===== src/rtl/top_k_feeder.sv =====
// top_k_feeder: unpacks 512-bit request frames into the 32-bit element stream of the top-k chain.
// Define TOP_K_FEEDER_STATS_EN to add the frames_done / elems_done counters.
module top_k_feeder #(
    parameter int unsigned DATA_WIDTH   = 512,
    parameter int unsigned INTEGER_SIZE = 32,
    parameter int unsigned COUNT_BITS   = 32
) (
    input  logic                    clk,
    input  logic                    rst,
    input  logic                    rx_data_TVALID,
    output logic                    rx_data_TREADY,
    input  logic [DATA_WIDTH-1:0]   rx_data_TDATA,
    input  logic                    rx_data_TLAST,
    output logic                    tx_data_TVALID,
    input  logic                    tx_data_TREADY,
    output logic [INTEGER_SIZE-1:0] tx_data_TDATA,
    output logic                    tx_data_TLAST,
    output logic                    tx_clear,
    output logic                    err_short,
    output logic                    err_empty
`ifdef TOP_K_FEEDER_STATS_EN
    ,
    output logic [31:0]             frames_done,
    output logic [31:0]             elems_done
`endif
);
    localparam int unsigned LANES     = DATA_WIDTH / INTEGER_SIZE;
    localparam int unsigned LANE_BITS = (LANES > 1) ? $clog2(LANES) : 1;
    localparam logic [LANE_BITS-1:0] LAST_LANE = LANE_BITS'(LANES - 1);

    typedef enum logic [2:0] {IDLE, HDR, LOAD, UNPACK, DRAIN} state_t;
    state_t state, state_next;

    logic [15:0]             mask;
    logic [COUNT_BITS-1:0]   n_count, emitted, remaining, hdr_count;
    logic [LANE_BITS-1:0]    lane;
    logic [INTEGER_SIZE-1:0] buffer [LANES];
    logic [INTEGER_SIZE-1:0] hdr_word;
    logic                    beat_last, ready_en;
    logic                    rx_hs, tx_hs, last_lane, rem_one, unpack_last;

    assign hdr_count   = rx_data_TDATA[COUNT_BITS+31:32];
    assign remaining   = n_count - emitted;
    assign rem_one     = (remaining == COUNT_BITS'(1));
    assign last_lane   = (lane == LAST_LANE);
    assign unpack_last = rem_one || (beat_last && last_lane);
    assign rx_hs       = rx_data_TVALID && rx_data_TREADY;
    assign tx_hs       = tx_data_TVALID && tx_data_TREADY;

    always_comb begin
        hdr_word       = '0;
        hdr_word[15:0] = mask;
    end

    always_ff @(posedge clk) begin
        if (rst) state <= IDLE;
        else     state <= state_next;
    end

    always_comb begin
        state_next = state;
        case (state)
            IDLE: if (rx_hs) begin
                if (hdr_count == '0)     state_next = rx_data_TLAST ? IDLE : DRAIN;
                else if (!rx_data_TLAST) state_next = HDR;
            end
            HDR:  if (tx_hs) state_next = LOAD;
            LOAD: if (rx_hs) state_next = UNPACK;
            UNPACK: if (tx_hs) begin
                if (unpack_last)    state_next = (rem_one && !beat_last) ? DRAIN : IDLE;
                else if (last_lane) state_next = rx_hs ? UNPACK : LOAD;
            end
            DRAIN: if (rx_hs && rx_data_TLAST) state_next = IDLE;
            default: state_next = IDLE;
        endcase
    end

    // ready_en keeps rx_data_TREADY low for the first cycle out of reset
    always_comb begin
        rx_data_TREADY = 1'b0;
        tx_data_TVALID = 1'b0;
        tx_data_TDATA  = '0;
        tx_data_TLAST  = 1'b0;
        tx_clear       = 1'b0;
        case (state)
            IDLE: rx_data_TREADY = ready_en;
            HDR: begin
                tx_data_TVALID = 1'b1;
                tx_clear       = 1'b1;
                tx_data_TDATA  = hdr_word;
            end
            LOAD: rx_data_TREADY = 1'b1;
            UNPACK: begin
                tx_data_TVALID = 1'b1;
                tx_data_TDATA  = buffer[lane];
                tx_data_TLAST  = unpack_last;
                rx_data_TREADY = last_lane && !unpack_last && tx_data_TREADY;
            end
            DRAIN: rx_data_TREADY = 1'b1;
            default: ;
        endcase
    end

    always_ff @(posedge clk) begin
        if (rst) begin
            mask      <= '0;
            n_count   <= '0;
            emitted   <= '0;
            lane      <= '0;
            beat_last <= 1'b0;
            err_short <= 1'b0;
            err_empty <= 1'b0;
            ready_en  <= 1'b0;
        end else begin
            ready_en <= 1'b1;
            if (state == IDLE && rx_hs) begin
                if (hdr_count != '0 && !rx_data_TLAST) begin
                    mask    <= rx_data_TDATA[15:0];
                    n_count <= hdr_count;
                    emitted <= '0;
                end else begin
                    err_empty <= 1'b1;
                end
            end
            if (state == UNPACK && tx_hs) begin
                emitted <= emitted + COUNT_BITS'(1);
                lane    <= lane + LANE_BITS'(1);
                if (unpack_last && beat_last && !rem_one) err_short <= 1'b1;
            end
            // a beat loaded on the final-lane handshake overrides the lane increment
            if ((state == LOAD || state == UNPACK) && rx_hs) begin
                lane      <= '0;
                beat_last <= rx_data_TLAST;
            end
        end
    end

    always_ff @(posedge clk) begin
        if ((state == LOAD || state == UNPACK) && rx_hs) begin
            for (int unsigned i = 0; i < LANES; i++)
                buffer[i] <= rx_data_TDATA[i*INTEGER_SIZE +: INTEGER_SIZE];
        end
    end

`ifdef TOP_K_FEEDER_STATS_EN
    always_ff @(posedge clk) begin
        if (rst) begin
            frames_done <= '0;
            elems_done  <= '0;
        end else begin
            if (tx_hs && tx_data_TLAST) frames_done <= frames_done + 32'd1;
            if (tx_hs && !tx_clear)     elems_done  <= elems_done + 32'd1;
        end
    end
`endif

endmodule

===== config.mk =====
export PLATFORM = sky130hd
export DESIGN_NAME = top_k_feeder
export DESIGN_NICKNAME = d
export VERILOG_FILES = /design/src/rtl/top_k_feeder.sv
export SDC_FILE = /design/constraint.sdc
export NUM_CORES = 1
export LEC_CHECK = 0
export ABC_AREA = 1
export BUFFER_PORTS_ARGS = -buffer_cell sky130_fd_sc_hd__buf_4
export CORE_MARGIN = 3
export CORE_UTILIZATION = 44
export DETAILED_ROUTE_END_ITERATION = 6
export GPL_TIMING_DRIVEN = 1
export PLACE_DENSITY = 0.65
export SYNTH_ARGS = -nofsm -noshare
export SYNTH_HDL_FRONTEND = slang
export SYNTH_SLANG_ARGS = --single-unit

===== constraint.sdc =====
create_clock -name clk -period 50.6 [get_ports clk]
set_input_delay 12.65 -clock clk [delete_from_list [all_inputs] [get_ports clk]]
set_output_delay 12.65 -clock clk [all_outputs]
set_load 0.1 [all_outputs]

## Yosys cells after proc, flatten, opt, wreduce, memory -nomap -nowiden

Memories as Yosys holds them, arrays and structs flattened. A register that Yosys moved wholly into a read port is not among the register bits.
Cells that the tools add are included.

| operators by class | value |
|---|---|
| multiplexer cells | 26 |
| bitwise gates (word level) | 1 |
| reductions and logical operators | 32 |
| $add $sub $neg | 3 |
| eq/ne operators | 13 |

Operators by type and width:

| operator | number |
|---|---|
| $mux W32 | 3 |
| $pmux W32 S2 | 1 |
| $mux W3 | 11 |
| $add A32 B1 Y32 const B | 1 |
| $eq A32 B1 Y1 const B | 1 |
| $logic_not A32 Y1 | 1 |
| $reduce_bool A32 Y1 | 1 |
| $sub A32 B32 Y32 | 1 |
| $pmux W3 S5 | 1 |
| $logic_and A1 B1 Y1 | 13 |
| $ne A2 B2 Y1 const B | 5 |
| $mux W4 | 2 |
| $reduce_and A2 Y1 | 4 |
| $mux W1 | 7 |
| $reduce_and A7 Y1 | 1 |
| $eq A3 B2 Y1 const B | 2 |
| $ne A3 B3 Y1 const B | 2 |
| $reduce_or A2 Y1 | 3 |
| $add A4 B1 Y4 const B | 1 |
| $eq A4 B4 Y1 const B | 1 |
| $logic_not A1 Y1 | 4 |
| $reduce_bool A2 Y1 | 2 |
| $eq A3 B1 Y1 const B | 1 |
| $eq A3 B3 Y1 const B | 1 |
| other kinds (4) | 5 |

| word-level totals | value |
|---|---|
| flip-flop bits (word level) | 91 |
| input bits | 517 |
| logic and storage cells | 85 |
| output and inout bits | 38 |
| memories kept | 1 |
| RAM bits | 512 |

Memories:

| name | words | width | rd ports | clocked after Yosys merged registers in | write ports | RTL line | source |
|---|---|---|---|---|---|---|---|
| buffer | 16 | 32 | 1 | 1 | 16 | 37 | `logic [INTEGER_SIZE-1:0] buffer [LANES];` |

## Longest topological paths before layout

Gate-level depths: netlist (run 1).

| depth | value |
|---|---|
| depth after elaboration | 13 |
| mapped depth | 26 |
| gate-level depth less buffers | 26 |

## Worst setup path after synthesis (run 1)

OpenSTA, ideal clock, no wires.

| path | value |
|---|---|
| kind | input-to-reg |
| start | in tx_data_TREADY |
| end | mem buffer[0][0], enable pin |
| cell stages on the path | 8 |
| path buffers | 0 |
| setup time | 1.402 ns |
| required time | 49.198 ns |
| arrival time | 34.914 ns |
| setup slack | 14.284 ns |
| cells stage by stage | inv_1 -> nor2_4 -> inv_1 -> nor4_2 -> nand3_2 -> nand2_4 -> nand2_8 -> nor2_1 |

RTL lines:

| what | RTL line | source |
|---|---|---|
| start: declaration | 15 | `input logic tx_data_TREADY,` |
| end: declaration | 37 |  |

## Final worst setup path (run 1)

| path | value |
|---|---|
| start | in tx_data_TREADY |
| end | out rx_data_TREADY |

| on the way | value |
|---|---|
| longest elaborated chain between the ends | 2 |

Ends and longest elaborated chain:

| what | RTL line | source |
|---|---|---|
| $logic_and A1 B1 Y1 | 97 | `rx_data_TREADY = last_lane && !unpack_last && tx_data_TREADY;` |
| $pmux W1 S3 | 85 | `case (state)` |
| end: declaration | 11 | `output logic rx_data_TREADY,` |

Every way passes these cells.

==> results of run 1 <==
worst register-to-register path, stage by stage, from the launching register on:
cell     delay [ns]
dfxtp_1        0.35
inv_1          0.06
nor2_1         0.11
inv_2          0.08
nor2_2         0.84
inv_2          0.62
nor2_4         0.69
inv_1          0.14
nor4_2         0.21
nand3_2        0.13
nand2_4        0.12
nand2_8        0.08
nor2_4         0.50
buf_4          0.91
buf_4          1.00
buf_4          0.99
buf_4          0.99
cells in the final DEF, fill, tap and decap left out, types with 74 or more instances in the layout:
cell type / n
o21ai_0: 302
inv_1: 192
dfxtp_1: 91
nor2_1: 337
nand2_1: 399
a21oi_1: 96
edfxtp_1: 512
o221ai_1: 74
buf_4: 574
nand3_1: 95
metal layers:
layer	GRT usage	vias to the layer above	wire length [um]
met5	0	-	96
met1	0.3564	10978	37030
met2	0.4555	905	45560
li1	-	10263	-
met4	0.1037	14	3306
met3	0.06392	178	7524
final cells by class:
cell class / instances / area [um^2]
Multi-Input combinational cell: 1640 / 8731
Clock buffer: 88 / 1839
Timing Repair Buffer: 575 / 4329
Tap cell: 828 / 1036
Sequential cell: 607 / 17290
Antenna cell: 33 / 82.58
Fill cell: 5345 / 26670
Inverter: 207 / 787.0
Clock inverter: 34 / 271.5
flip-flops by register name (all words and copies together), names as in the netlist, named ones only:
name,cells
buffer,512
lane,4
ready_en,1
n_count,32
mask,16
err_short,1
emitted,32
state,3
beat_last,1
err_empty,1
worst min path at each step:
| stage | from | cells past startpoint | to | slack, ns |
|---|---|---|---|---|
| after floorplan | n_count[0] | 2 | n_count[0] | 0.44 |
| after global placement | err_short | 2 | err_short | 0.44 |
| after detailed placement | err_short | 2 | err_short | 0.45 |
| after CTS | err_short | 2 | err_short | 0.46 |
| after global routing | n_count[7] | 2 | n_count[7] | 0.49 |
| final | err_short | 2 | err_short | 0.45 |
cells by family after synthesis:
family | share of synthesized area
buffers and inverters | 0.05353
adder cells (fa/ha/maj) | 0.01576
flip-flops | 0.6291
AND/OR/NAND/NOR | 0.1634
XOR/XNOR | 0.002232
AO/OA/AOI/OAI | 0.1360
metrics by stage:
step	total power [mW]	setup WS (ns)
after floorplan	0.9286	14.28
after global placement	0.9809	23.74
after detailed placement	0.9880	23.71
after CTS	1.462	23.72
after global routing	1.524	23.60
final	1.452	23.71
report_power, final:
group / internal [mW] / switching [mW] / total, mW / leakage (nW)
registers: 0.592 / 0.0118 / 0.604 / 5.39
logic: 0.118 / 0.256 / 0.374 / 6.71
clock network: 0.273 / 0.201 / 0.474 / 1.03
total: 0.983 / 0.468 / 1.45 / 13.1
==> metrics.txt, run 1 <==
Crit path max-delay family simple AND/OR/NAND/NOR gates; core area 61030 um^2; Slew headroom 0.2430; number of synthesized flops with an enable pin 512; largest net degree at the start of global routing 174; Non-Filler Instances 4012; CP max-delay cell nor2_4; share of cells above drive strength 1 0.2628; final setup fails 0; Total Routing Usage GR 0.2762; routed length per instance 23.31 um; post-route cell area 34370 um^2; final worst path period share 0.5313; Final Util 0.5631; r2r setup slk 42.35 ns; DRT antenna net count 0; kind of critical path primary input to output port; power density cells 42.24 nW/um^2; Synth cell types 62; hold slack 0.4539 ns; setup fix buffers added after clock tree synthesis 0; CTS clk-pin slew, worst paths 0.05 ns; ys flop type edfxtp_1; RSZ-0062 raised after global routing false; top cells by area, synth edfxtp_1, dfxtp_1, o21ai_0; measured slew at the worst slew-check pin 1.134 ns; peak supply drop 0.04036 mV; Max Root-Sink Buffers 3; Detailed Route Iter0 Violations 2028; post-synthesis async set-or-reset flop share 0; placed instance area 32170 um^2; Die Height 255.8 um; initial antenna violation count 32; cell taking the most area after synthesis edfxtp_1; Tmin final 26.89 ns; CP cell instances buf_4, inv_1, nor2_4, inv_1, nor4_2, nand3_2, nand2_4, buf_4; clk_lat worst skew 0.61 ns; Pleak 13.14 nW; Mapped Avg Cell Area 10.58 um^2; CTS Hold Buffers Added 0; via count 22338; post-synth top area share 0.5598; drt via density 5.568; cts bufs inserted 67; PortBufs 554; WL final 93.52 mm; Max FO, Critical Path 28; crit path DAT 14.24 ns; register bit total from synthesis 607; Buf/Inv on CP 4; DP HPWL 66.73 mm; Seq/Total Area, Yosys 0.6291; I/O pins 555; Ys Warns 0; H-tree depth 3; Peak Freq 37.19 MHz; Area growth syn-to-layout 25.14%; die area 65450 um^2; CP Launch Point tx_data_TREADY; outcome completed; Cell Area, Synth 27460 um^2; Worst path max stage delay 0.53 ns; Reg-to-Reg Start state[1]; global-route wire length before repair 135.7 mm; Initial Utilization 0.4500; number of clock sinks 607; WP depth 8; worst r2r path cells 16; Post-Synthesis Cells 2595; Placer Congestion 0.9639; Post-CTS Resized 0; Syn Nets 3146; hold crit path type flop to flop; Slew Viols, Final 0; clock root buffer clkbuf_16; # DRC 0; Nets 3649; vias in the first global route 20760; grt total ovfl 0; setup tns final 0 ns; type of destination of the critical path output port; Post-Place Cells 3857; Final Skew 0.02386 ns; TritonCTS clock tree yes; Final Hold Vio Count 0; WP data required 37.95 ns; Site Rows 90; CP endpoint rx_data_TREADY; MaxCap Viol Count 0; die width 255.8 um; crit start category primary input; top cells by count, synth edfxtp_1, nand2_1, nor2_1, o21ai_0, inv_1; drt first pass iters 7; most frequent cell after synthesis edfxtp_1; reg2reg end buffer[5][20]
Note: power is estimated with default switching activity, not from simulation.
==> run 2, diff against run 1 <==
Settings changed: PLACE_DENSITY 0.65 to 0.68.
Clock period 50.6 ns to 22 ns, I/O delays scaled along.
==> run 2 against run 1 <==
Global-route usage grew 0.50 points. Critical path depth stayed put. Non-clock buffer count unchanged. Clock power up 120%. Critical path type unchanged. Critical endpoint unchanged.
==> metrics.txt, run 2 (synthesis gave the netlist of run 1 again) <==
outcome completed (unchanged); initial antenna violation count 31 (was 32); Post-Place Cells 3857 (unchanged); kind of critical path primary input to output port (unchanged); setup tns final 0 ns (unchanged); MaxCap Viol Count 0 (unchanged); routed length per instance 23.75 um (was 23.31 um); Initial Utilization 0.4500 (unchanged); PortBufs 554 (unchanged); via count 22411 (was 22338); Hold Crit Depth 2 (unchanged); TritonCTS clock tree yes (unchanged); Placer Congestion 1.022 (was 0.9639); Peak Freq 79.45 MHz; core area 61030 um^2 (unchanged); setup fix buffers added after clock tree synthesis 0 (unchanged); clk_lat worst skew 0.61 ns (about the same); DP HPWL 67.97 mm (was 66.73 mm); CTS clk-pin slew, worst paths 0.06 ns (was 0.05 ns); I/O pins 555 (unchanged); Die Height 255.8 um (unchanged); clock root buffer clkbuf_16 (unchanged); Area growth syn-to-layout 24.66% (was 25.14%); hold crit path type flop to flop (unchanged); die width 255.8 um (unchanged); cts bufs inserted 67 (unchanged); worst r2r path cells 17 (was 16); reg2reg end buffer[15][29] (was buffer[5][20]); crit start category primary input (unchanged); WL final 95.00 mm (was 93.52 mm); Site Rows 90 (unchanged); Setup Slack @ Placement 9.426 ns (was 23.71 ns); grt total ovfl 0 (unchanged); max reg flops 512 (unchanged); number of clock sinks 607 (unchanged); Top reg by flops buffer (unchanged); Largest regs buffer: 512 flops, emitted: 32 flops, n_count: 32 flops (unchanged); Slew Viols, Final 0 (unchanged); power density cells 96.66 nW/um^2 (was 42.24 nW/um^2); total power 3.309 mW (was 1.452 mW); Int Pwr 2.224 mW (was 0.9832 mW); vias in the first global route 21374 (was 20760); placed instance area 32160 um^2 (was 32170 um^2); final setup fails 0 (unchanged); hold path endpoint err_short (unchanged); Max Root-Sink Buffers 3 (unchanged); CTS Hold Buffers Added 0 (unchanged); power share of the clock group 0.319 (was 0.326); Non-Filler Instances 4000 (was 4012); final worst path period share 0.5721; H-tree depth 3 (unchanged); CP cell instances buf_4, inv_1, nor2_4, inv_1, nor4_2, nand3_2, nand2_4, buf_4 (unchanged); Crit path max-delay family simple AND/OR/NAND/NOR gates (unchanged); post-route cell area 34240 um^2 (was 34370 um^2); Tmin final 12.59 ns; Post-CTS Resized 0 (unchanged); r2r setup slk 13.55 ns (was 42.35 ns); # DRC 0 (unchanged); drt via density 5.603 (was 5.568); PnR worst setup slack 9.413 ns (was 23.71 ns); Nets 3649 (unchanged); Buf/Inv on CP 4 (unchanged); Pleak 13.08 nW (was 13.14 nW); Sw Ratio 0.3279 (was 0.3227); RSZ-0062 raised after global routing false (unchanged); Worst path max stage delay 0.55 ns (was 0.53 ns); type of destination of the critical path output port (unchanged); share of total power in combinational logic 0.261 (was 0.258); largest net degree at the start of global routing 109 (was 174); drt first pass iters 5 (was 7); Final Skew 0.01747 ns (was 0.02386 ns); Total Routing Usage GR 0.2812 (was 0.2762); WP data required 16.50 ns (was 37.95 ns); Sw Pwr 1.085 mW (was 0.4684 mW); die area 65450 um^2 (unchanged); global-route wire length before repair 138.6 mm (was 135.7 mm); highest-count cells in the layout ignoring fill and taps buf_4, edfxtp_1, nand2_1, nor2_1, o21ai_0 (unchanged); leading cell type in the layout, fill and taps excluded buf_4 (unchanged); Max FO, Critical Path 28 (unchanged); DRT antenna net count 0 (unchanged); hold wc startpoint err_short (unchanged); share of cells above drive strength 1 0.2625 (was 0.2628); Detailed Route Iter0 Violations 2183 (was 2028); Slew headroom 0.2001 (was 0.2430); measured slew at the worst slew-check pin 1.199 ns (was 1.134 ns); peak supply drop 0.1344 mV (was 0.04036 mV); Reg-to-Reg Start state[1] (unchanged); crit path DAT 7.09 ns (was 14.24 ns); Final Hold Vio Count 0 (unchanged); Reg power frac 0.421 (was 0.416); CP max-delay cell nor2_4 (unchanged)
run 2: cell types whose count changed in the layout (fill, tap and decap cells not counted), moves of 2 or more:
cell        before  now
diode_2         33   25
clkinv_1        16   12
bufinv_16        3    1
clkbuf_1        16   18
clkbuf_8         2    0
clkinvlp_2       0    2
clkinvlp_4       1    3
run 2: worst register-to-register path: cells and delay by family, from the launching register on:
family                 cells  cell delay [ns]
AND/OR/NAND/NOR            8             2.34
buffers and inverters      9             5.30
flip-flops                 1             0.34
run 2: worst max-delay path by stage:
stage	end	cells past startpoint	start
after global placement	rx_data_TREADY	8	tx_data_TREADY
final	rx_data_TREADY	8	tx_data_TREADY
after floorplan	buffer[0][0]	8	tx_data_TREADY
after detailed placement	rx_data_TREADY	8	tx_data_TREADY
after CTS	rx_data_TREADY	8	tx_data_TREADY
after global routing	rx_data_TREADY	8	tx_data_TREADY
run 2: power groups by stage:
stage	Sequential [mW]	Combinational (mW)	Clock [mW]
after floorplan	1.47	0.619	0
after global placement	1.41	0.847	0
after detailed placement	1.42	0.860	0
after CTS	1.39	0.863	1.07
after global routing	1.40	0.963	1.12
final	1.39	0.863	1.05
run 2: routing by layer:
layer / up-vias / track usage / share of wire
li1: 10234 / - / -
met1: 10956 / 0.3631 / 0.39
met2: 1011 / 0.4576 / 0.48
met3: 196 / 0.06283 / 0.088
met4: 14 / 0.1216 / 0.039
met5: - / 0 / 0.0011
run 2: through the flow:
stage | utilization | hold WS, ns
floorplan | - | 0.4390
global placement | 0.5269 | 0.4516
detailed placement | 0.5269 | 0.4476
CTS | 0.5599 | 0.4627
global route | 0.5608 | 0.4858
finish | 0.5609 | 0.4588
run 2: final cells by class:
class,instances,area [um^2]
flip-flops and latches,607,17290
multi-input cells,1640,8731
repair buffers,575,4317
well taps,828,1036
diodes,25,62.56
clock buffers,87,1794
clock inverters,31,219.0
fillers,5286,26800
inverters,207,787.0
